File: src/rtl/mem_stage_if.sv
// Data-cache request/response bundle between the load/store stage and the dcache.
// The master side issues word-aligned requests and holds them until data_valid.
interface mem_stage_if #(
  parameter int XLEN   = 64,
  parameter int STRB_W = 8
);
  logic              req;
  logic              we;
  logic [XLEN-1:0]   addr;
  logic [XLEN-1:0]   wdata;
  logic [STRB_W-1:0] wstrb;
  logic              data_valid;
  logic [XLEN-1:0]   data;

  modport master (
    output req, we, addr, wdata, wstrb,
    input  data_valid, data
  );

  modport slave (
    input  req, we, addr, wdata, wstrb,
    output data_valid, data
  );
endinterface

File: src/rtl/mem_stage.sv
// Load/store pipeline stage: captures EX results, performs dcache accesses
// through a req/valid handshake, stalls EX while an access is outstanding,
// forwards results back to EX and hands a registered result to WB.
module mem_stage #(
  parameter int XLEN   = 64,
  parameter int STRB_W = 8
) (
  input  logic              clk,
  input  logic              rst,
  input  logic              ex_valid_i,
  input  logic [6:0]        opcode_i,
  input  logic [2:0]        funct3_i,
  input  logic [4:0]        rd_addr_i,
  input  logic              wreg_i,
  input  logic [XLEN-1:0]   wdata_i,
  input  logic [XLEN-1:0]   store_data_i,
  input  logic [11:0]       csr_waddr_i,
  input  logic              csr_wreg_i,
  input  logic [XLEN-1:0]   csr_wdata_i,
  output logic              stall_o,
  mem_stage_if.master       dcache,
  output logic [4:0]        mem_back_rd_addr_o,
  output logic              mem_back_wreg_o,
  output logic [XLEN-1:0]   mem_back_wdata_o,
  output logic [11:0]       mem_back_csr_waddr_o,
  output logic              mem_back_csr_wreg_o,
  output logic [XLEN-1:0]   mem_back_csr_wdata_o,
  output logic              wb_valid_o,
  output logic [4:0]        wb_rd_addr_o,
  output logic              wb_wreg_o,
  output logic [XLEN-1:0]   wb_wdata_o,
  output logic [11:0]       wb_csr_waddr_o,
  output logic              wb_csr_wreg_o,
  output logic [XLEN-1:0]   wb_csr_wdata_o,
  output logic              mem_exc_o,
  output logic [XLEN-1:0]   mem_exc_addr_o
);

  localparam logic [6:0] OP_LOAD  = 7'b0000011;
  localparam logic [6:0] OP_STORE = 7'b0100011;

  typedef enum logic [1:0] {
    ST_IDLE = 2'd0,
    ST_REQ  = 2'd1,
    ST_DONE = 2'd2
  } state_t;

  // Byte-enable pattern for an access size, before lane shifting.
  function automatic logic [STRB_W-1:0] size_mask(input logic [1:0] sz);
    logic [STRB_W-1:0] m;
    case (sz)
      2'b00:   m = 8'h01;
      2'b01:   m = 8'h03;
      2'b10:   m = 8'h0F;
      default: m = 8'hFF;
    endcase
    return m;
  endfunction

  // Natural-alignment check for an access size at a byte offset.
  function automatic logic misaligned(input logic [1:0] sz, input logic [2:0] off);
    logic m;
    case (sz)
      2'b00:   m = 1'b0;
      2'b01:   m = off[0];
      2'b10:   m = |off[1:0];
      default: m = |off;
    endcase
    return m;
  endfunction

  // Select the addressed lane from the doubleword and sign/zero-extend it.
  function automatic logic [XLEN-1:0] load_extend(input logic [XLEN-1:0] data,
                                                  input logic [2:0] off,
                                                  input logic [2:0] f3);
    logic [XLEN-1:0] lane;
    logic [XLEN-1:0] res;
    lane = data >> {off, 3'b000};
    case (f3)
      3'b000:  res = {{56{lane[7]}}, lane[7:0]};
      3'b001:  res = {{48{lane[15]}}, lane[15:0]};
      3'b010:  res = {{32{lane[31]}}, lane[31:0]};
      3'b011:  res = lane;
      3'b100:  res = {56'h0, lane[7:0]};
      3'b101:  res = {48'h0, lane[15:0]};
      3'b110:  res = {32'h0, lane[31:0]};
      default: res = {XLEN{1'b0}};
    endcase
    return res;
  endfunction

  // Stage registers
  state_t            state_r;
  logic              valid_r;
  logic              is_load_r;
  logic              is_store_r;
  logic [2:0]        funct3_r;
  logic [4:0]        rd_addr_r;
  logic              wreg_r;
  logic [XLEN-1:0]   wdata_r;
  logic [11:0]       csr_waddr_r;
  logic              csr_wreg_r;
  logic [XLEN-1:0]   csr_wdata_r;
  logic              exc_r;
  logic [XLEN-1:0]   dc_wdata_r;
  logic [STRB_W-1:0] dc_wstrb_r;
  logic [XLEN-1:0]   ld_data_r;

  // Decode of the incoming EX op
  logic              is_load_s;
  logic              is_store_s;
  logic              is_mem_s;
  logic              exc_s;
  logic [STRB_W-1:0] wstrb_s;
  logic [XLEN-1:0]   st_wdata_s;
  logic              stall_s;
  logic              fwd_wreg_s;
  logic              fwd_csr_wreg_s;
  logic [XLEN-1:0]   fwd_wdata_s;

  // Classify the op presented by EX and prepare its dcache lanes.
  always_comb begin
    is_load_s  = ex_valid_i && (opcode_i == OP_LOAD);
    is_store_s = ex_valid_i && (opcode_i == OP_STORE);
    is_mem_s   = is_load_s || is_store_s;
    exc_s      = 1'b0;
    wstrb_s    = {STRB_W{1'b0}};
    st_wdata_s = {XLEN{1'b0}};
    if (is_mem_s) begin
      exc_s = (is_load_s && (funct3_i == 3'b111)) ||
              (is_store_s && funct3_i[2]) ||
              misaligned(funct3_i[1:0], wdata_i[2:0]);
    end else begin
      exc_s = 1'b0;
    end
    if (is_store_s) begin
      wstrb_s    = size_mask(funct3_i[1:0]) << wdata_i[2:0];
      st_wdata_s = store_data_i << {wdata_i[2:0], 3'b000};
    end else begin
      wstrb_s    = {STRB_W{1'b0}};
      st_wdata_s = {XLEN{1'b0}};
    end
  end

  // Stage capture and access FSM; the stage is frozen only while a request is outstanding.
  always_ff @(posedge clk or posedge rst) begin
    if (rst) begin
      state_r     <= ST_IDLE;
      valid_r     <= 1'b0;
      is_load_r   <= 1'b0;
      is_store_r  <= 1'b0;
      funct3_r    <= 3'b000;
      rd_addr_r   <= 5'd0;
      wreg_r      <= 1'b0;
      wdata_r     <= {XLEN{1'b0}};
      csr_waddr_r <= 12'd0;
      csr_wreg_r  <= 1'b0;
      csr_wdata_r <= {XLEN{1'b0}};
      exc_r       <= 1'b0;
      dc_wdata_r  <= {XLEN{1'b0}};
      dc_wstrb_r  <= {STRB_W{1'b0}};
      ld_data_r   <= {XLEN{1'b0}};
    end else if (state_r != ST_REQ) begin
      valid_r     <= ex_valid_i;
      is_load_r   <= is_load_s;
      is_store_r  <= is_store_s;
      funct3_r    <= funct3_i;
      rd_addr_r   <= rd_addr_i;
      wreg_r      <= ex_valid_i && wreg_i && !is_store_s;
      wdata_r     <= wdata_i;
      csr_waddr_r <= csr_waddr_i;
      csr_wreg_r  <= ex_valid_i && csr_wreg_i;
      csr_wdata_r <= csr_wdata_i;
      exc_r       <= exc_s;
      dc_wdata_r  <= st_wdata_s;
      dc_wstrb_r  <= wstrb_s;
      if (exc_s) begin
        state_r <= ST_DONE;
      end else if (is_mem_s) begin
        state_r <= ST_REQ;
      end else begin
        state_r <= ST_IDLE;
      end
    end else if (dcache.data_valid) begin
      ld_data_r <= load_extend(dcache.data, wdata_r[2:0], funct3_r);
      state_r   <= ST_DONE;
    end else begin
      state_r <= ST_REQ;
    end
  end

  // Forwarding view of the stage; load results are only usable once the data is back.
  always_comb begin
    stall_s        = (state_r == ST_REQ);
    fwd_wreg_s     = valid_r && wreg_r && !exc_r && (!is_load_r || (state_r == ST_DONE));
    fwd_csr_wreg_s = valid_r && csr_wreg_r && !exc_r;
    if (is_load_r) begin
      fwd_wdata_s = ld_data_r;
    end else begin
      fwd_wdata_s = wdata_r;
    end
  end

  // WB hand-off register; a stalled cycle sends a bubble.
  always_ff @(posedge clk or posedge rst) begin
    if (rst) begin
      wb_valid_o     <= 1'b0;
      wb_rd_addr_o   <= 5'd0;
      wb_wreg_o      <= 1'b0;
      wb_wdata_o     <= {XLEN{1'b0}};
      wb_csr_waddr_o <= 12'd0;
      wb_csr_wreg_o  <= 1'b0;
      wb_csr_wdata_o <= {XLEN{1'b0}};
    end else if (stall_s) begin
      wb_valid_o    <= 1'b0;
      wb_wreg_o     <= 1'b0;
      wb_csr_wreg_o <= 1'b0;
    end else begin
      wb_valid_o     <= valid_r;
      wb_rd_addr_o   <= rd_addr_r;
      wb_wreg_o      <= fwd_wreg_s;
      wb_wdata_o     <= fwd_wdata_s;
      wb_csr_waddr_o <= csr_waddr_r;
      wb_csr_wreg_o  <= fwd_csr_wreg_s;
      wb_csr_wdata_o <= csr_wdata_r;
    end
  end

  assign stall_o              = stall_s;
  assign dcache.req           = stall_s;
  assign dcache.we            = is_store_r;
  assign dcache.addr          = {wdata_r[XLEN-1:3], 3'b000};
  assign dcache.wdata         = dc_wdata_r;
  assign dcache.wstrb         = dc_wstrb_r;
  assign mem_back_rd_addr_o   = rd_addr_r;
  assign mem_back_wreg_o      = fwd_wreg_s;
  assign mem_back_wdata_o     = fwd_wdata_s;
  assign mem_back_csr_waddr_o = csr_waddr_r;
  assign mem_back_csr_wreg_o  = fwd_csr_wreg_s;
  assign mem_back_csr_wdata_o = csr_wdata_r;
  assign mem_exc_o            = exc_r && (state_r == ST_DONE);
  assign mem_exc_addr_o       = wdata_r;

endmodule

File: src/flat_wrapper.sv
// flat-port wrapper written by rule: the top's interface ports become plain ports
module mem_stage_flat 
#(
  parameter int XLEN   = 64,
  parameter int STRB_W = 8
)
  (clk, rst, ex_valid_i, opcode_i, funct3_i, rd_addr_i, wreg_i, wdata_i, store_data_i, csr_waddr_i, csr_wreg_i, csr_wdata_i, stall_o, mem_back_rd_addr_o, mem_back_wreg_o, mem_back_wdata_o, mem_back_csr_waddr_o, mem_back_csr_wreg_o, mem_back_csr_wdata_o, wb_valid_o, wb_rd_addr_o, wb_wreg_o, wb_wdata_o, wb_csr_waddr_o, wb_csr_wreg_o, wb_csr_wdata_o, mem_exc_o, mem_exc_addr_o, dcache_req, dcache_we, dcache_addr, dcache_wdata, dcache_wstrb, dcache_data_valid, dcache_data);
  mem_stage_if #(.XLEN(XLEN), .STRB_W(STRB_W)) dcache_i ();
  input  logic clk;
  input  logic rst;
  input  logic ex_valid_i;
  input  logic [6:0] opcode_i;
  input  logic [2:0] funct3_i;
  input  logic [4:0] rd_addr_i;
  input  logic wreg_i;
  input  logic [XLEN-1:0] wdata_i;
  input  logic [XLEN-1:0] store_data_i;
  input  logic [11:0] csr_waddr_i;
  input  logic csr_wreg_i;
  input  logic [XLEN-1:0] csr_wdata_i;
  output logic stall_o;
  output logic [4:0] mem_back_rd_addr_o;
  output logic mem_back_wreg_o;
  output logic [XLEN-1:0] mem_back_wdata_o;
  output logic [11:0] mem_back_csr_waddr_o;
  output logic mem_back_csr_wreg_o;
  output logic [XLEN-1:0] mem_back_csr_wdata_o;
  output logic wb_valid_o;
  output logic [4:0] wb_rd_addr_o;
  output logic wb_wreg_o;
  output logic [XLEN-1:0] wb_wdata_o;
  output logic [11:0] wb_csr_waddr_o;
  output logic wb_csr_wreg_o;
  output logic [XLEN-1:0] wb_csr_wdata_o;
  output logic mem_exc_o;
  output logic [XLEN-1:0] mem_exc_addr_o;
  output wire logic [$bits(dcache_i.req)-1:0] dcache_req;
  output wire logic [$bits(dcache_i.we)-1:0] dcache_we;
  output wire logic [$bits(dcache_i.addr)-1:0] dcache_addr;
  output wire logic [$bits(dcache_i.wdata)-1:0] dcache_wdata;
  output wire logic [$bits(dcache_i.wstrb)-1:0] dcache_wstrb;
  input wire logic [$bits(dcache_i.data_valid)-1:0] dcache_data_valid;
  input wire logic [$bits(dcache_i.data)-1:0] dcache_data;
  assign dcache_req = dcache_i.req;
  assign dcache_we = dcache_i.we;
  assign dcache_addr = dcache_i.addr;
  assign dcache_wdata = dcache_i.wdata;
  assign dcache_wstrb = dcache_i.wstrb;
  assign dcache_i.data_valid = dcache_data_valid;
  assign dcache_i.data = dcache_data;
  mem_stage #(.XLEN(XLEN), .STRB_W(STRB_W)) u_core (.clk(clk), .rst(rst), .ex_valid_i(ex_valid_i), .opcode_i(opcode_i), .funct3_i(funct3_i), .rd_addr_i(rd_addr_i), .wreg_i(wreg_i), .wdata_i(wdata_i), .store_data_i(store_data_i), .csr_waddr_i(csr_waddr_i), .csr_wreg_i(csr_wreg_i), .csr_wdata_i(csr_wdata_i), .stall_o(stall_o), .dcache(dcache_i), .mem_back_rd_addr_o(mem_back_rd_addr_o), .mem_back_wreg_o(mem_back_wreg_o), .mem_back_wdata_o(mem_back_wdata_o), .mem_back_csr_waddr_o(mem_back_csr_waddr_o), .mem_back_csr_wreg_o(mem_back_csr_wreg_o), .mem_back_csr_wdata_o(mem_back_csr_wdata_o), .wb_valid_o(wb_valid_o), .wb_rd_addr_o(wb_rd_addr_o), .wb_wreg_o(wb_wreg_o), .wb_wdata_o(wb_wdata_o), .wb_csr_waddr_o(wb_csr_waddr_o), .wb_csr_wreg_o(wb_csr_wreg_o), .wb_csr_wdata_o(wb_csr_wdata_o), .mem_exc_o(mem_exc_o), .mem_exc_addr_o(mem_exc_addr_o));
endmodule
File: config.mk
export PLATFORM = sky130hd
export DESIGN_NAME = mem_stage_flat
export DESIGN_NICKNAME = d
export VERILOG_FILES = /design/src/rtl/mem_stage_if.sv /design/src/rtl/mem_stage.sv /design/src/flat_wrapper.sv
export SDC_FILE = /design/constraint.sdc
export NUM_CORES = 1
export LEC_CHECK = 0
export ABC_AREA = 1
export CAP_MARGIN = 20
export CORE_AREA = 8 8 302 304
export CTS_BUF_LIST = sky130_fd_sc_hd__clkbuf_2 sky130_fd_sc_hd__clkbuf_4 sky130_fd_sc_hd__clkbuf_8
export DETAILED_ROUTE_END_ITERATION = 8
export DIE_AREA = 0 0 310 312
export GPL_TIMING_DRIVEN = 0
export PLACE_DENSITY = 0.61
export SETUP_SLACK_MARGIN = 0.4
export SYNTH_ARGS = -nofsm -noshare
export SYNTH_HDL_FRONTEND = slang
export SYNTH_SLANG_ARGS = --single-unit
export TNS_END_PERCENT = 100
File: constraint.sdc
create_clock -name clk -period 20.6 [get_ports clk]
set_clock_uncertainty 0.05 [all_clocks]
set_input_delay 2.06 -clock clk [delete_from_list [all_inputs] [get_ports clk]]
set_output_delay 2.06 -clock clk [all_outputs]
set_load 0.005 [all_outputs]
==> impl_metrics.ini <==
[sta]
fin_crit_sh_pct = 28.6
final_hold_viol_count = 0
relSlewSlack_pct = 26.2
worst_slew_pin_slew_ns = 1.11
period_needed_ns = 5.90
rsz0062_at_grt = no
fmax_ghz = 0.170
setup_viol = 0
report.final.slew_viol_count = 0

[layout]
nets = 3948
synthToLayoutAreaGrowth_pct = 52.6
drive_gt1_share_pct = 8.23
final_cells = 4884

[grt]
grt_max_degree = 123
grt_pass1_wl_um = 161000
grt_antenna_before_repair = 26
grtUsageTotal_pct = 22.4
grt_pass1_vias = 22700
grt-ovfl-total = 0

[clock_tree]
h-tree-depth = 3
clk_pin_slew_ns = 0.07
clkLatencyLatePin_ns = 0.72
cts.sinks = 440
cts-hold-fix-buffers = 0
postCtsSetupBuffers = 0
clk_path_buf_depth = 3
cts_tree = yes
cts_inserted_buffers = 82
cts_resized = 0
cts_root_buffer = clkbuf_8

[route]
routed_wl_um = 114000
routedWlPerCell_um = 23.2
route.detailed.drc = 0
wl_met3_um = 9810
drtAntennaViolNets = 0
wl_met1_um = 47600
dr_wl_met2_um = 52800
viasPerCell = 4.63
firstDrtPassIters = 5
drtIter0Drc = 1893
top_layer_used = met5
vias = 22600

[synth]
synthAdderAreaFrac_pct = 0
async_reset_ff_share_pct = 100
ys_seq_elements = 440
synth-compound-area-share_pct = 13.7
ys_warn_count = 0
syn_area_per_cell_sq_um = 7.65
ys_seq_area_share_pct = 51.7
ys.flop_type = dfrtp_1
synth_cells = 2787
ys_top_cells_by_area = dfrtp_1, nand2_1, o21ai_0, inv_1, buf_4
synth_common_cells = nand2_1, dfrtp_1, o21ai_0
synth.area.mux_share_pct = 0
synth.distinct_cells = 36
synth_top_family_by_area = simple AND/OR/NAND/NOR gates
synth.largest_area_cell = dfrtp_1
synthSimpleGateAreaFrac_pct = 24.9
synth_edf_count = 0
yosysMostFrequentCell = nand2_1
synth-xor-area-share_pct = 0
syn-cell-area_sq_um = 21300
synth_top_area_share_pct = 51.7

[floorplanning]
die_w_um = 310
start_util_pct = 24.7
die_h_um = 312
ios = 788
die_area_sq_um = 96700
row_count = 108
core_area_sq_um = 86200

[worst_setup_path]
cp.required_ns = 18.49
crit_path_end_kind = output pin
cp.arrival_ns = 3.79
crit_fanout = 10
path_class = reg2out
cp-start-kind = flop

[place]
routabilityCongestion = 0.980
port_buffers = 782
dpl.cell_count = 4730
dp_hpwl_um = 91200

[pwr]
p_leak_nw = 15.3
vdd_drop_max_mv = 0.0451
finalPower_mw = 2.28
cellPowerDensity_nw_per_um2 = 70.1

[min_path]
worstHoldPathType = reg2reg

[outcome]
outcome = completed

[run]
drv_cap = 0
[routing by layer]
metal	vias to the layer above	track usage (%)
met5	-	0
met4	14	6.62
met3	171	6.13
met2	948	36.7
met1	10900	28.8
li1	10600	-
[critical path, stage by stage (launching register included)]
cell and delay (ns):
dfrtp_1 0.60, clkbuf_1 0.76, clkbuf_1 0.60, nand2_1 0.28, o21ai_0 0.21, clkdlybuf4s50_1 0.59
[cell type report]
| class | count | area [sq um] |
|---|---|---|
| fillers | 9017 | 53700 |
| flip-flops and latches | 440 | 11000 |
| multi-input cells | 1895 | 8240 |
| repair buffers | 786 | 7930 |
| clock buffers | 124 | 1560 |
| well taps | 1155 | 1450 |
| plain buffers | 250 | 1310 |
| inverters | 204 | 773 |
| clock inverters | 18 | 231 |
| diodes | 12 | 30.0 |
[metrics by stage]
step	hold WS, ns	setup slack, ns	utilization (%)	setup TNS (ns)	cell area (sq um)
after floorplan	0.384	6.23	-	0	21300
after global placement	0.412	-0.407	35.5	-131.84	30600
after detailed placement	0.414	15.19	35.6	0	30700
after CTS	0.429	14.36	37.7	0	32500
after global routing	0.444	14.34	37.7	0	32500
final	0.426	14.71	37.7	0	32500
[placed cells by master, fill, tap and decap left out, types with 4 or more instances in the layout]
cell type           n
nand3_1            85
diode_2            12
a21oi_1            55
o211ai_1           29
buf_6               5
nor3_1              5
nor2_1             85
clkdlybuf4s50_1   782
o21ai_0           419
inv_12              4
nor2_2              4
dfrtp_1           440
clkbuf_8          101
buf_2              61
o31ai_1            23
inv_8               4
inv_1             193
nand2_1          1111
inv_2               9
nand4_1            35
buf_4              68
clkinv_2            7
buf_1              23
clkbuf_4           23
or2_1               5
clkbuf_1           92
o21ai_1            15
[state kept, by name, summed over array words and instances (netlist names), 8 cells and up]
| register | cells |
|---|---|
| u_core.dcache.wdata | 64 |
| u_core.dcache.wstrb | 8 |
| u_core.ld_data_r | 64 |
| u_core.mem_back_csr_waddr_o | 12 |
| u_core.mem_back_csr_wdata_o | 64 |
| u_core.mem_exc_addr_o | 64 |
| u_core.wb_csr_waddr_o | 12 |
| u_core.wb_csr_wdata_o | 64 |
| u_core.wb_wdata_o | 64 |
[path summary, 6_finish.rpt]
kind,depth (start not counted),to,slack (ns),start
max,5,mem_back_wdata_o[57],14.71,u_core.is_load_r
min,2,u_core.wb_rd_addr_o[4],0.43,u_core.wb_rd_addr_o[4]
max reg2reg,5,u_core.wb_wdata_o[2],17.71,u_core.is_load_r
min reg2reg,2,u_core.wb_rd_addr_o[4],0.43,u_core.wb_rd_addr_o[4]
max in group asynchronous,3,u_core.mem_exc_addr_o[46],17.50,rst
min in group asynchronous,2,u_core.wb_csr_wdata_o[46],1.84,rst
[cell families (layout without fill, tap and decap cells)]
kind of cell | count (synthesis) | in the layout
AO/OA/AOI/OAI | 551 | 551
AND/OR/NAND/NOR | 1341 | 1341
other | 1 | 15
flip-flops | 440 | 440
buffers and inverters | 454 | 1382
[report_power, final]
| group | internal, mW | switching [mW] |
|---|---|---|
| clock network | 0.528 | 0.416 |
| logic | 0.192 | 0.196 |
| registers | 0.914 | 0.0331 |
Power figures use the tool's default switching activity.
